[src/rtl/i2c_slave_regfile.sv]
//==============================================================================
// Module      : i2c_slave_regfile
// Description : I2C target with a byte-wide register file. Decodes START/STOP,
//               7-bit device address + R/W, register address, write data and
//               repeated-START reads. Committed writes are mirrored on a
//               one-cycle write-strobe side port.
// Ports       : clk            system clock
//               rst            synchronous reset, active low
//               SCL_in/SDA_in  bus clock / bus data as seen on the wire
//               SDA_out        target drive (0 = pull low, 1 = release)
//               wr_stb         one-cycle pulse per committed data byte
//               wr_addr        register address of the committed byte
//               wr_data        committed byte
//               busy           address-matched transfer in progress
// Options     : define I2C_SLV_TIMEOUT_EN to abort a transfer once synchronised
//               SCL has been low for TIMEOUT_CYCLES clk while busy.
// Revision    : 1.0 - initial release
//==============================================================================
`default_nettype none

module i2c_slave_regfile #(
    parameter logic [6:0] DEV_ADDR       = 7'h50,
    parameter int         REG_DEPTH      = 16,
    parameter int         SYNC_STAGES    = 2,
    parameter int         TIMEOUT_CYCLES = 1024
) (
    input  logic       clk,
    input  logic       rst,
    input  logic       SCL_in,
    input  logic       SDA_in,
    output logic       SDA_out,
    output logic       wr_stb,
    output logic [7:0] wr_addr,
    output logic [7:0] wr_data,
    output logic       busy
);

    localparam int               c_PTR_W   = (REG_DEPTH > 1) ? $clog2(REG_DEPTH) : 1;
    localparam logic [c_PTR_W-1:0] c_PTR_MAX = c_PTR_W'(REG_DEPTH - 1);
    localparam logic [8:0]       c_DEPTH9  = 9'(REG_DEPTH);

    typedef enum logic [3:0] {
        S_IDLE     = 4'd0,
        S_DEV      = 4'd1,
        S_ACK_DEV  = 4'd2,
        S_REG      = 4'd3,
        S_ACK_REG  = 4'd4,
        S_WR_DATA  = 4'd5,
        S_ACK_DATA = 4'd6,
        S_RD_DATA  = 4'd7,
        S_RD_ACK   = 4'd8
    } state_t;

    state_t                 r_state;
    logic [SYNC_STAGES-1:0] r_scl_sync;
    logic [SYNC_STAGES-1:0] r_sda_sync;
    logic                   r_scl_prev;
    logic                   r_sda_prev;
    logic [7:0]             r_shift;
    logic [2:0]             r_bitcnt;
    logic                   r_rw;
    logic                   r_phase;     // ACK states: 0 = waiting to drive, 1 = driving
    logic [c_PTR_W-1:0]     r_ptr;
    logic [7:0]             r_mem [REG_DEPTH];

    logic w_scl, w_sda, w_scl_rise, w_scl_fall, w_start, w_stop, w_timeout;
    logic [7:0]         w_byte;
    logic [c_PTR_W-1:0] w_ptr_inc;

    // Bus lines idle high, so the synchronisers reset to 1 to avoid phantom edges.
    always_ff @(posedge clk) begin
        if (!rst) begin
            r_scl_sync <= '1;
            r_sda_sync <= '1;
            r_scl_prev <= 1'b1;
            r_sda_prev <= 1'b1;
        end else begin
            r_scl_sync <= {r_scl_sync[SYNC_STAGES-2:0], SCL_in};
            r_sda_sync <= {r_sda_sync[SYNC_STAGES-2:0], SDA_in};
            r_scl_prev <= w_scl;
            r_sda_prev <= w_sda;
        end
    end

    assign w_scl      = r_scl_sync[SYNC_STAGES-1];
    assign w_sda      = r_sda_sync[SYNC_STAGES-1];
    assign w_scl_rise = w_scl & ~r_scl_prev;
    assign w_scl_fall = ~w_scl & r_scl_prev;
    // SCL must be high both before and after the SDA transition.
    assign w_start    = w_scl & r_scl_prev & r_sda_prev & ~w_sda;
    assign w_stop     = w_scl & r_scl_prev & ~r_sda_prev & w_sda;
    assign w_byte     = {r_shift[6:0], w_sda};
    assign w_ptr_inc  = (r_ptr == c_PTR_MAX) ? '0 : r_ptr + 1'b1;

`ifdef I2C_SLV_TIMEOUT_EN
    localparam int c_TO_W = $clog2(TIMEOUT_CYCLES + 1);
    logic [c_TO_W-1:0] r_to_cnt;

    always_ff @(posedge clk) begin
        if (!rst) begin
            r_to_cnt <= '0;
        end else if (!w_scl && busy) begin
            if (r_to_cnt != c_TO_W'(TIMEOUT_CYCLES)) begin
                r_to_cnt <= r_to_cnt + 1'b1;
            end
        end else begin
            r_to_cnt <= '0;
        end
    end

    assign w_timeout = (r_to_cnt == c_TO_W'(TIMEOUT_CYCLES));
`else
    assign w_timeout = 1'b0;
`endif

    always_ff @(posedge clk) begin
        if (!rst) begin
            r_state  <= S_IDLE;
            r_shift  <= '0;
            r_bitcnt <= '0;
            r_rw     <= 1'b0;
            r_phase  <= 1'b0;
            r_ptr    <= '0;
            SDA_out  <= 1'b1;
            wr_stb   <= 1'b0;
            wr_addr  <= '0;
            wr_data  <= '0;
            busy     <= 1'b0;
            for (int i = 0; i < REG_DEPTH; i++) begin
                r_mem[i] <= '0;
            end
        end else begin
            wr_stb <= 1'b0;
            if (w_stop || w_timeout) begin
                r_state <= S_IDLE;
                SDA_out <= 1'b1;
                busy    <= 1'b0;
                r_phase <= 1'b0;
            end else if (w_start) begin
                // Repeated START keeps the pointer so a following read resumes there.
                r_state  <= S_DEV;
                r_bitcnt <= 3'd7;
                SDA_out  <= 1'b1;
                r_phase  <= 1'b0;
            end else begin
                case (r_state)
                    S_DEV: if (w_scl_rise) begin
                        r_shift <= w_byte;
                        if (r_bitcnt == 3'd0) begin
                            if (w_byte[7:1] == DEV_ADDR) begin
                                r_state <= S_ACK_DEV;
                                r_rw    <= w_byte[0];
                                busy    <= 1'b1;
                            end else begin
                                r_state <= S_IDLE;
                                busy    <= 1'b0;
                            end
                        end else begin
                            r_bitcnt <= r_bitcnt - 1'b1;
                        end
                    end
                    S_ACK_DEV: if (w_scl_fall) begin
                        if (!r_phase) begin
                            SDA_out <= 1'b0;
                            r_phase <= 1'b1;
                        end else begin
                            r_phase  <= 1'b0;
                            r_bitcnt <= 3'd7;
                            if (r_rw) begin
                                // First read bit goes out on the fall that ends the ACK.
                                SDA_out <= r_mem[r_ptr][7];
                                r_shift <= {r_mem[r_ptr][6:0], 1'b0};
                                r_state <= S_RD_DATA;
                            end else begin
                                SDA_out <= 1'b1;
                                r_state <= S_REG;
                            end
                        end
                    end
                    S_REG: if (w_scl_rise) begin
                        r_shift <= w_byte;
                        if (r_bitcnt == 3'd0) begin
                            if ({1'b0, w_byte} < c_DEPTH9) begin
                                r_ptr   <= w_byte[c_PTR_W-1:0];
                                r_state <= S_ACK_REG;
                            end else begin
                                r_state <= S_IDLE;
                                busy    <= 1'b0;
                            end
                        end else begin
                            r_bitcnt <= r_bitcnt - 1'b1;
                        end
                    end
                    S_ACK_REG, S_ACK_DATA: if (w_scl_fall) begin
                        if (!r_phase) begin
                            SDA_out <= 1'b0;
                            r_phase <= 1'b1;
                        end else begin
                            SDA_out  <= 1'b1;
                            r_phase  <= 1'b0;
                            r_bitcnt <= 3'd7;
                            r_state  <= S_WR_DATA;
                            if (r_state == S_ACK_DATA) begin
                                r_ptr <= w_ptr_inc;
                            end
                        end
                    end
                    S_WR_DATA: if (w_scl_rise) begin
                        r_shift <= w_byte;
                        if (r_bitcnt == 3'd0) begin
                            r_mem[r_ptr] <= w_byte;
                            wr_stb       <= 1'b1;
                            wr_addr      <= 8'(r_ptr);
                            wr_data      <= w_byte;
                            r_phase      <= 1'b0;
                            r_state      <= S_ACK_DATA;
                        end else begin
                            r_bitcnt <= r_bitcnt - 1'b1;
                        end
                    end
                    S_RD_DATA: if (w_scl_fall) begin
                        if (r_bitcnt != 3'd0) begin
                            SDA_out  <= r_shift[7];
                            r_shift  <= {r_shift[6:0], 1'b0};
                            r_bitcnt <= r_bitcnt - 1'b1;
                        end else begin
                            SDA_out <= 1'b1;
                            r_phase <= 1'b0;
                            r_state <= S_RD_ACK;
                        end
                    end
                    S_RD_ACK: begin
                        if (w_scl_rise) begin
                            if (!w_sda) begin
                                r_ptr   <= w_ptr_inc;
                                r_phase <= 1'b1;
                            end else begin
                                r_state <= S_IDLE;
                                busy    <= 1'b0;
                            end
                        end else if (w_scl_fall && r_phase) begin
                            SDA_out  <= r_mem[r_ptr][7];
                            r_shift  <= {r_mem[r_ptr][6:0], 1'b0};
                            r_bitcnt <= 3'd7;
                            r_phase  <= 1'b0;
                            r_state  <= S_RD_DATA;
                        end
                    end
                    default: begin
                        SDA_out <= 1'b1;
                    end
                endcase
            end
        end
    end

endmodule

`default_nettype wire

[config.mk]
export PLATFORM = sky130hd
export DESIGN_NAME = i2c_slave_regfile
export DESIGN_NICKNAME = d
export VERILOG_FILES = /design/src/rtl/i2c_slave_regfile.sv
export SDC_FILE = /design/constraint.sdc
export NUM_CORES = 1
export LEC_CHECK = 0
export ABC_AREA = 1
export CAP_MARGIN = 20
export CORE_MARGIN = 10
export CORE_UTILIZATION = 60
export DETAILED_ROUTE_END_ITERATION = 10
export PLACE_DENSITY = 0.86
export SYNTH_ARGS = -nofsm -noshare
export SYNTH_HDL_FRONTEND = slang
export SYNTH_SLANG_ARGS = --single-unit
[constraint.sdc]
create_clock -name clk -period 4.5 [get_ports clk]
set_clock_uncertainty 0.2 [all_clocks]
set_input_delay 0.9 -clock clk [delete_from_list [all_inputs] [get_ports clk]]
set_output_delay 0.9 -clock clk [all_outputs]
set_load 0.005 [all_outputs]
# After elaboration in Yosys (flattened, before gate mapping)
# Memories as Yosys holds them, arrays and structs flattened. A register that Yosys moved wholly into a read port is not among the register bits.
# Cells that the tools add are included.
# classes
n_mux,91
n_bitwise,15
n_eq_ne,58
reduce_logical,26
n_lt_le_gt_ge,1
addsub,2
# ops
cell,count
2-to-1 mux 4 bit,27
2-to-1 mux 8 bit,9
!= test 3 bit (second input constant),19
!= test 2 bit (second input constant),22
2-to-1 mux 1 bit,36
2-to-1 mux 3 bit,11
case mux 8 bit (4 select lines),1
AND reduction 15 bit,2
case mux 4 bit (7 select lines),1
AND reduction 11 bit,2
equality test 4 x 3 -> 1 bit (second input constant),4
case mux 3 bit (4 select lines),1
case mux 4 bit (3 select lines),1
AND reduction 6 bit,2
AND reduction 10 bit,1
!= test 3 x 1 -> 1 bit (second input constant),3
AND reduction 9 bit,1
nonzero test 3 bit,3
OR reduction 3 bit,3
equality test 4 x 2 -> 1 bit (second input constant),2
equality test 4 bit (second input constant),2
< comparator 8 x 5 -> 1 bit (second input constant),1
!= test 4 bit (second input constant),2
inverter 1 bit,8
other kinds (20),29
# totals
output_inout_bits,19
register_bits,42
elab_cells,210
mem_count,1
mem_bits_rw,128
input_bits,4
# memory_table
name,words,word_bits,read_ports,rd_ports_with_merged_regs,write_ports,line,rtl
r_mem,16,8,1,1,16,64,logic [7:0] r_mem [REG_DEPTH];

# Depth between registers and ports, before layout
# Gate-level depths: netlist of the first run.
# depth
depth_word,10
mapped_depth,13
ltp_nobuf,12

# Worst setup path after synthesis of the first run
# No wires, ideal clock.
# synth_timing
path_type,flip-flop to flip-flop
startpoint,register r_bitcnt[0]
endpoint,memory r_mem[4][0] (enable)
required_ns,3.971
synth_period_minus_slack_ns,2.253
path_slack_ns,2.247
t_arrival_ns,1.724
stages_incl_launch_ff,13
setup_time_ns,0.329
path_buffers,0
cell_sequence,dfxtp_1 inv_1 ha_1 nand2_1 nor2_2 inv_2 nor2_4 inv_2 nor2_4 inv_4 nor2_8 nand2_2 nand2_1
# synth_rtl
element,line,rtl
"start, declared",60,logic [2:0] r_bitcnt;
"start signal, assigned",159,r_bitcnt <= r_bitcnt - 1'b1;
"start signal, assigned",191,r_bitcnt <= r_bitcnt - 1'b1;
"start signal, assigned",218,r_bitcnt <= r_bitcnt - 1'b1;
"end, declared",64,

==> out/metrics.csv, run 1 <==
stage,metric,value,unit
clock_tree,htree depth,4,
sta,fin crit share,0.657,
power,Int Power,3.25,mW
die,Die X-Extent,137,µm
sta,Final setup viols,0,
final_layout,Syn-to-layout area delta,10.8,%
clock_tree,Num CTS Buffers,17,
global_routing,pin count of the biggest net entering global routing,72,
setup_path,data arrival time of the worst path,2.86,ns
yosys,Seq cells post-synth,174,
clock_tree,CTS resizes,0,
placement,PortBufs,18,
sta,max-slew violations,0,
die,row count,42,
power,Pwr Density,576,nW/µm²
global_routing,vias in the first global route,6187,
die,Die ar.,18800,µm²
setup_path,R2R depth,12,
placement,placed cell area,8510,µm²
routing,drt drc,0,
setup_path,worst endpoint required time,4.41,ns
routing,Avg WL per Cell,18.6,µm
sta,Slew HR,0.389,
die,I/O pin cnt,23,
setup_path,"Largest stage delay, worst path",0.37,ns
global_routing,antenna violations before repair,0,
final_layout,Filler cells,980,
sta,Final min period,2.96,ns
power,Flop pwr share,0.372,
clock_tree,CTS tree,built,
global_routing,grt ovf,0,
worst_hold_path,Hold Path Origin,r_sda_sync[0],
job,max cap viols,0,
power,Comb pwr share,0.329,
setup_path,CP Cell Sequence,inv_1 > ha_1 > nand2_1 > nor2_2 > inv_2 > nor2_4 > inv_2 > nor2_4 > inv_4 > nor2_8 > nand2_2 > nand2_1,
placement,Post-Place Setup Slack,1.59,ns
clock_tree,"Reg clk slew, reported paths",0.07,ns
setup_path,CP Launch Point,r_bitcnt[0],
setup_path,startpoint types,register,
power,Peak supply drop,0.350,mV
worst_hold_path,Hold Path Cell Cnt,1,
run_status,run status,"complete, no violations",
clock_tree,Sink Count,174,
final_layout,Finished Cell Area,9140,µm²
power,sw power,2.02,mW
routing,routed vias/inst,5.97,
clock_tree,hold buffers post-CTS,0,
yosys,post-synthesis cell count,938,
setup_path,critical path class,register to register,
global_routing,first-pass GRT wire length,32900,µm
sta,max frequency,338,MHz
yosys,average cell area after synthesis,8.79,µm²
clock_tree,deepest clock path buffer count,2,
clock_tree,clk root buf,clkbuf_16,
yosys,register area share after synthesis,0.578,
routing,via count,6719,
placement,placed cell count,1094,
final_layout,share of cells above drive strength 1,0.0905,
placement,GP Congestion,0.988,
final_layout,area of the multi-input gates,3030,µm²
final_layout,Ant. Diodes,0,
sta,setup TNS,0,ns
sta,RSZ-0062 raised after global routing,no,
sta,Tightest Pin Transition,0.911,ns
sta,PnR worst setup slack,1.54,ns
die,height of the chip,137,µm
setup_path,CP max FO,25,
worst_hold_path,hold crit path type,register to register,
setup_path,Worst R2R Start,r_bitcnt[0],
power,Static Leakage,3.52,nW
routing,DRT Pass-1 Iters,5,
placement,hpwl dp,13200,µm
power,Sw Share,0.384,
routing,WL final,20900,µm
final_layout,Nets,947,
die,core area,13300,µm²
setup_path,slowest library cell on the worst path,nor2_4,
yosys,yosys warns,0,
clock_tree,Post-CTS Setup Repair Bufs,0,
die,initial core utilization,0.618,
final_layout,Post-Layout Cell Count,1126,
global_routing,gr usage total,0.229,
routing,Iteration-0 DRC Markers,1220,
yosys,Mapped Area,8250,µm²
clock_tree,clk_lat worst skew,0.44,ns
yosys,synth unique cells,33,
power,clock network fraction of total power,0.300,
setup_path,CP endpoint kind,register,
final_layout,Reg area,4770,µm²
sta,final number of hold-violating endpoints,0,
routing,antenna-violating nets left,0,
[registers in the layout (all words and copies together), names as in the netlist, named ones only]
signal	cells
r_bitcnt	3
r_state	4
wr_data	8
r_rw	1
r_sda_prev	1
r_ptr	4
SDA_out	1
r_phase	1
busy	1
r_mem	128
r_shift	8
wr_addr	4
r_scl_prev	1
wr_stb	1
r_scl_sync	2
r_sda_sync	2
[final timing paths]
kind / slack [ns] / endpoint
hold / removal: 0.22 / r_sda_sync[1]
setup / recovery: 1.54 / r_mem[2][3]
hold reg to reg: 0.22 / r_sda_sync[1]
setup reg to reg: 1.54 / r_mem[2][3]
[synthesized netlist by cell type (all sizes together)]
cell type,count,area share
buf,20,0.012
edfxtp,128,0.47
inv,60,0.028
nor3b,1,0.00091
clkbuf,27,0.012
a31o,1,0.0011
a21boi,1,0.00091
dfxtp,46,0.11
nor3,11,0.0067
o211ai,17,0.015
a31oi,2,0.0015
nor2,268,0.13
o21ai,79,0.048
a21oi,36,0.022
conb,1,0.00045
xnor2,1,0.0011
nand3b,1,0.00091
o22ai,1,0.00076
nand2,132,0.066
nand3,81,0.051
or2,5,0.0038
ha,6,0.0091
nand4,5,0.0038
clkinv,8,0.0036
[logic make-up after synthesis]
group / count (synthesis) / synth area share
other cells: 1 / 0.000455
simple gates: 504 / 0.266
compound gates: 137 / 0.0895
flops: 174 / 0.578
fa+ha+maj: 6 / 0.00910
xor+xnor: 1 / 0.00106
buf+inv: 115 / 0.0558
[cell type report]
type,instances,area share
Inverter,68,0.0285
Clock inverter,15,0.0230
Sequential cell,174,0.521
Tap cell,176,0.0241
Clock buffer,17,0.0465
Multi-Input combinational cell,652,0.332
Timing Repair Buffer,24,0.0246
[routing by layer]
metal  global-route usage  vias up  share of wire
li1                     -     3115              -
met1                0.306     3056           0.39
met2                0.345      478           0.45
met3               0.0608       70           0.13
met4                0.102        0          0.035
met5                    0        -              0
[stage by stage]
stage	util	total power, mW	hold WS (ns)
2_1_floorplan	-	3.18	0.193
3_3_place_gp	0.637	3.61	0.196
3_5_place_dp	0.637	3.65	0.199
4_1_cts	0.685	5.21	0.225
5_1_grt	0.685	5.49	0.235
6_report	0.685	5.27	0.223
[layout by cell type (no fill, tap or decap), types with 18 or more instances in the layout]
cell type        count
clkdlybuf4s50_1     18
dfxtp_1             45
edfxtp_1           128
nand2_2             19
nand3_1             78
inv_1               51
nor2_1             258
nand2_1            113
a21oi_1             36
o21ai_0             79
[power by group through the flow]
stage          logic (mW)  clock network [mW]  registers [mW]
6_report             1.73                1.58            1.96
5_1_grt              1.88                1.64            1.97
4_1_cts              1.68                1.57            1.96
3_5_place_dp         1.66                   0            1.99
3_3_place_gp         1.63                   0            1.98
2_1_floorplan        1.25                   0            1.93
[worst max-delay path: cells and delay by family (launching register included)]
family | cells | cell delay, ns
simple gates | 7 | 1.58
buf+inv | 4 | 0.37
flops | 1 | 0.32
fa+ha+maj | 1 | 0.15
No activity file was read; power rests on OpenSTA's default activity.
==> run 2: changes to the inputs <==
Clock period 4.5 ns to 2.8 ns, I/O delays scaled along.
==> out/metrics.csv, run 2 (synthesized netlist as in run 1, its figures left out) <==
stage,metric,value,unit,change
clock_tree,htree depth,4,,unchanged
routing,top layer in use,met4,,
die,Die X-Extent,137,µm,unchanged
final_layout,share of cells above drive strength 1,0.104,,+0.0133
die,initial core utilization,0.618,,unchanged
routing,DRT Pass-1 Iters,5,,unchanged
job,max cap viols,0,,unchanged
die,row count,42,,unchanged
sta,Final min period,2.59,ns,-0.364 ns
placement,hpwl dp,13800,µm,+4.8%
setup_path,data arrival time of the worst path,2.49,ns,-0.37 ns
routing,Iteration-0 DRC Markers,858,,-30%
sta,setup TNS,0,ns,unchanged
setup_path,CP endpoint kind,register,,
power,Pwr Density,909,nW/µm²,+58%
final_layout,fin util,0.689,,+0.00412
global_routing,first-pass GRT wire length,33400,µm,+1.6%
clock_tree,clk_lat worst skew,0.44,ns,about the same
final_layout,"commonest non-fill, non-tap cell in the layout",nor2_1,,
sta,RSZ-0062 raised after global routing,no,,
setup_path,R2R depth,12,,unchanged
global_routing,grt ovf,0,,unchanged
final_layout,Top reg by flops,r_mem,,
setup_path,crit path to,r_mem[2][5],,
setup_path,Reg2Reg Setup Slack,0.21,ns,-1.34 ns
setup_path,CP Launch Point,r_bitcnt[0],,
power,Static Leakage,3.55,nW,+0.99%
sta,Slew HR,0.471,,+0.0824
global_routing,pin count of the biggest net entering global routing,72,,unchanged
routing,WL final,21300,µm,+2.0%
run_status,run status,"complete, no violations",,
routing,via count,6693,,-0.39%
sta,fin crit share,0.926,,+0.269
final_layout,Largest regs,"r_mem: 128 flops, r_shift: 8 flops, wr_data: 8 flops",,
sta,max frequency,386,MHz,+14%
final_layout,Post-Layout Cell Count,1139,,+1.2%
clock_tree,CTS tree,built,,
setup_path,worst endpoint required time,2.70,ns,-1.71 ns
final_layout,Ant. Diodes,0,,unchanged
worst_hold_path,hold crit path type,register to register,,
die,height of the chip,137,µm,unchanged
final_layout,most frequent cells in the layout,"nor2_1 (258), edfxtp_1 (128), nand2_1 (109), o21ai_0 (79), nand3_1 (78)",,
setup_path,Worst R2R End,r_mem[2][5],,
sta,PnR worst setup slack,0.208,ns,-1.34 ns
clock_tree,"Reg clk slew, reported paths",0.07,ns,about the same
routing,wl on met1,8450,µm,+4.6%
sta,final number of hold-violating endpoints,0,,unchanged
placement,placed cell count,1107,,+1.2%
routing,routed vias/inst,5.88,,-1.5%
clock_tree,deepest clock path buffer count,2,,unchanged
final_layout,area of the multi-input gates,3040,µm²,+0.33%
power,Peak supply drop,0.759,mV,+120%
final_layout,Reg area,4770,µm²,unchanged
setup_path,critical path class,register to register,,
routing,metal3 WL,2550,µm,-2.9%
routing,WL met2,9760,µm,+3.0%
sta,max-slew violations,0,,unchanged
die,core area,13300,µm²,unchanged
routing,drt drc,0,,unchanged
routing,antenna-violating nets left,0,,unchanged
clock_tree,clk root buf,clkbuf_16,,
sta,Tightest Pin Transition,0.792,ns,-0.119 ns
setup_path,Worst R2R Start,r_bitcnt[0],,
final_layout,Filler cells,1008,,+2.9%
routing,Avg WL per Cell,18.7,µm,+0.82%
global_routing,gr usage total,0.234,,+0.00455
clock_tree,Num CTS Buffers,17,,unchanged
final_layout,Nets,960,,+1.4%
setup_path,startpoint types,register,,
global_routing,vias in the first global route,6307,,+1.9%
die,Die ar.,18800,µm²,unchanged
final_layout,max reg flops,128,,unchanged
placement,GP Congestion,0.975,,-1.3%
sta,Final setup viols,0,,unchanged
setup_path,CP max FO,9,,-64%
clock_tree,Sink Count,174,,unchanged
die,I/O pin cnt,23,,unchanged
placement,Post-Place Setup Slack,0.211,ns,-1.38 ns
placement,PortBufs,18,,unchanged
global_routing,antenna violations before repair,0,,unchanged
worst_hold_path,Hold Path Origin,r_scl_sync[0],,
clock_tree,Post-CTS Setup Repair Bufs,0,,unchanged
final_layout,Syn-to-layout area delta,11.5,%,
run 2: where the power goes:
| group | internal [mW] | switching, mW | leakage (nW) | total [mW] |
|---|---|---|---|---|
| Combinational | 0.828 | 2.12 | 1.59 | 2.95 |
| Sequential | 2.96 | 0.153 | 1.70 | 3.11 |
| Clock | 1.31 | 1.00 | 0.269 | 2.31 |
run 2: what timing repair did:
action / 4_1_cts / 5_1_grt
gates resized for setup: 0 / 4
endpoints found under the setup margin: 0 / 32
hold buffers: 0 / 0
run 2: critical path: stages, from the launching register on:
cell     delay [ns]
dfxtp_1        0.31
inv_1          0.11
ha_1           0.15
nand2_1        0.13
nor2_2         0.27
inv_2          0.07
nor2_4         0.10
inv_2          0.05
nor2_4         0.11
inv_4          0.11
nor2_8         0.17
nand2_2        0.14
nand2_1        0.33
run 2: how the worst min path moves through the flow:
stage | depth (start not counted) | slack [ns] | endpoint
floorplan | 1 | 0.19 | r_scl_sync[1]
global placement | 1 | 0.20 | r_scl_sync[1]
detailed placement | 1 | 0.20 | r_scl_sync[1]
CTS | 1 | 0.22 | r_scl_sync[1]
global route | 1 | 0.23 | r_scl_sync[1]
finish | 1 | 0.22 | r_scl_sync[1]
run 2: through the flow:
stage                     total power [mW]  hold WS [ns]  cell area (µm²)
final                                 8.36         0.215             9200
after global placement                5.94         0.201             8620
after CTS                             8.27         0.215             9190
after floorplan                       5.11         0.193             8260
after detailed placement              6.00         0.200             8620
after global routing                  8.74         0.231             9200
run 2: cell type report:
cell class              instances  share of cell area
clock inverters                15              0.0158
inverters                      68              0.0283
flip-flops and latches        174               0.518
repair buffers                 37              0.0365
multi-input cells             652               0.331
well taps                     176              0.0239
clock buffers                  17              0.0463
run 2: metal layers:
| layer | GRT usage | vias to the layer above |
|---|---|---|
| li1 | - | 3153 |
| met1 | 0.311 | 3049 |
| met2 | 0.361 | 431 |
| met3 | 0.0575 | 60 |
| met4 | 0.0943 | 0 |
| met5 | 0 | - |
==> run 3: changes to the inputs <==
Settings changed: CTS_CLUSTER_DIAMETER set to 150.
==> results of run 3 <==
Final layout, timing and power as in run 2 (identical DEF).
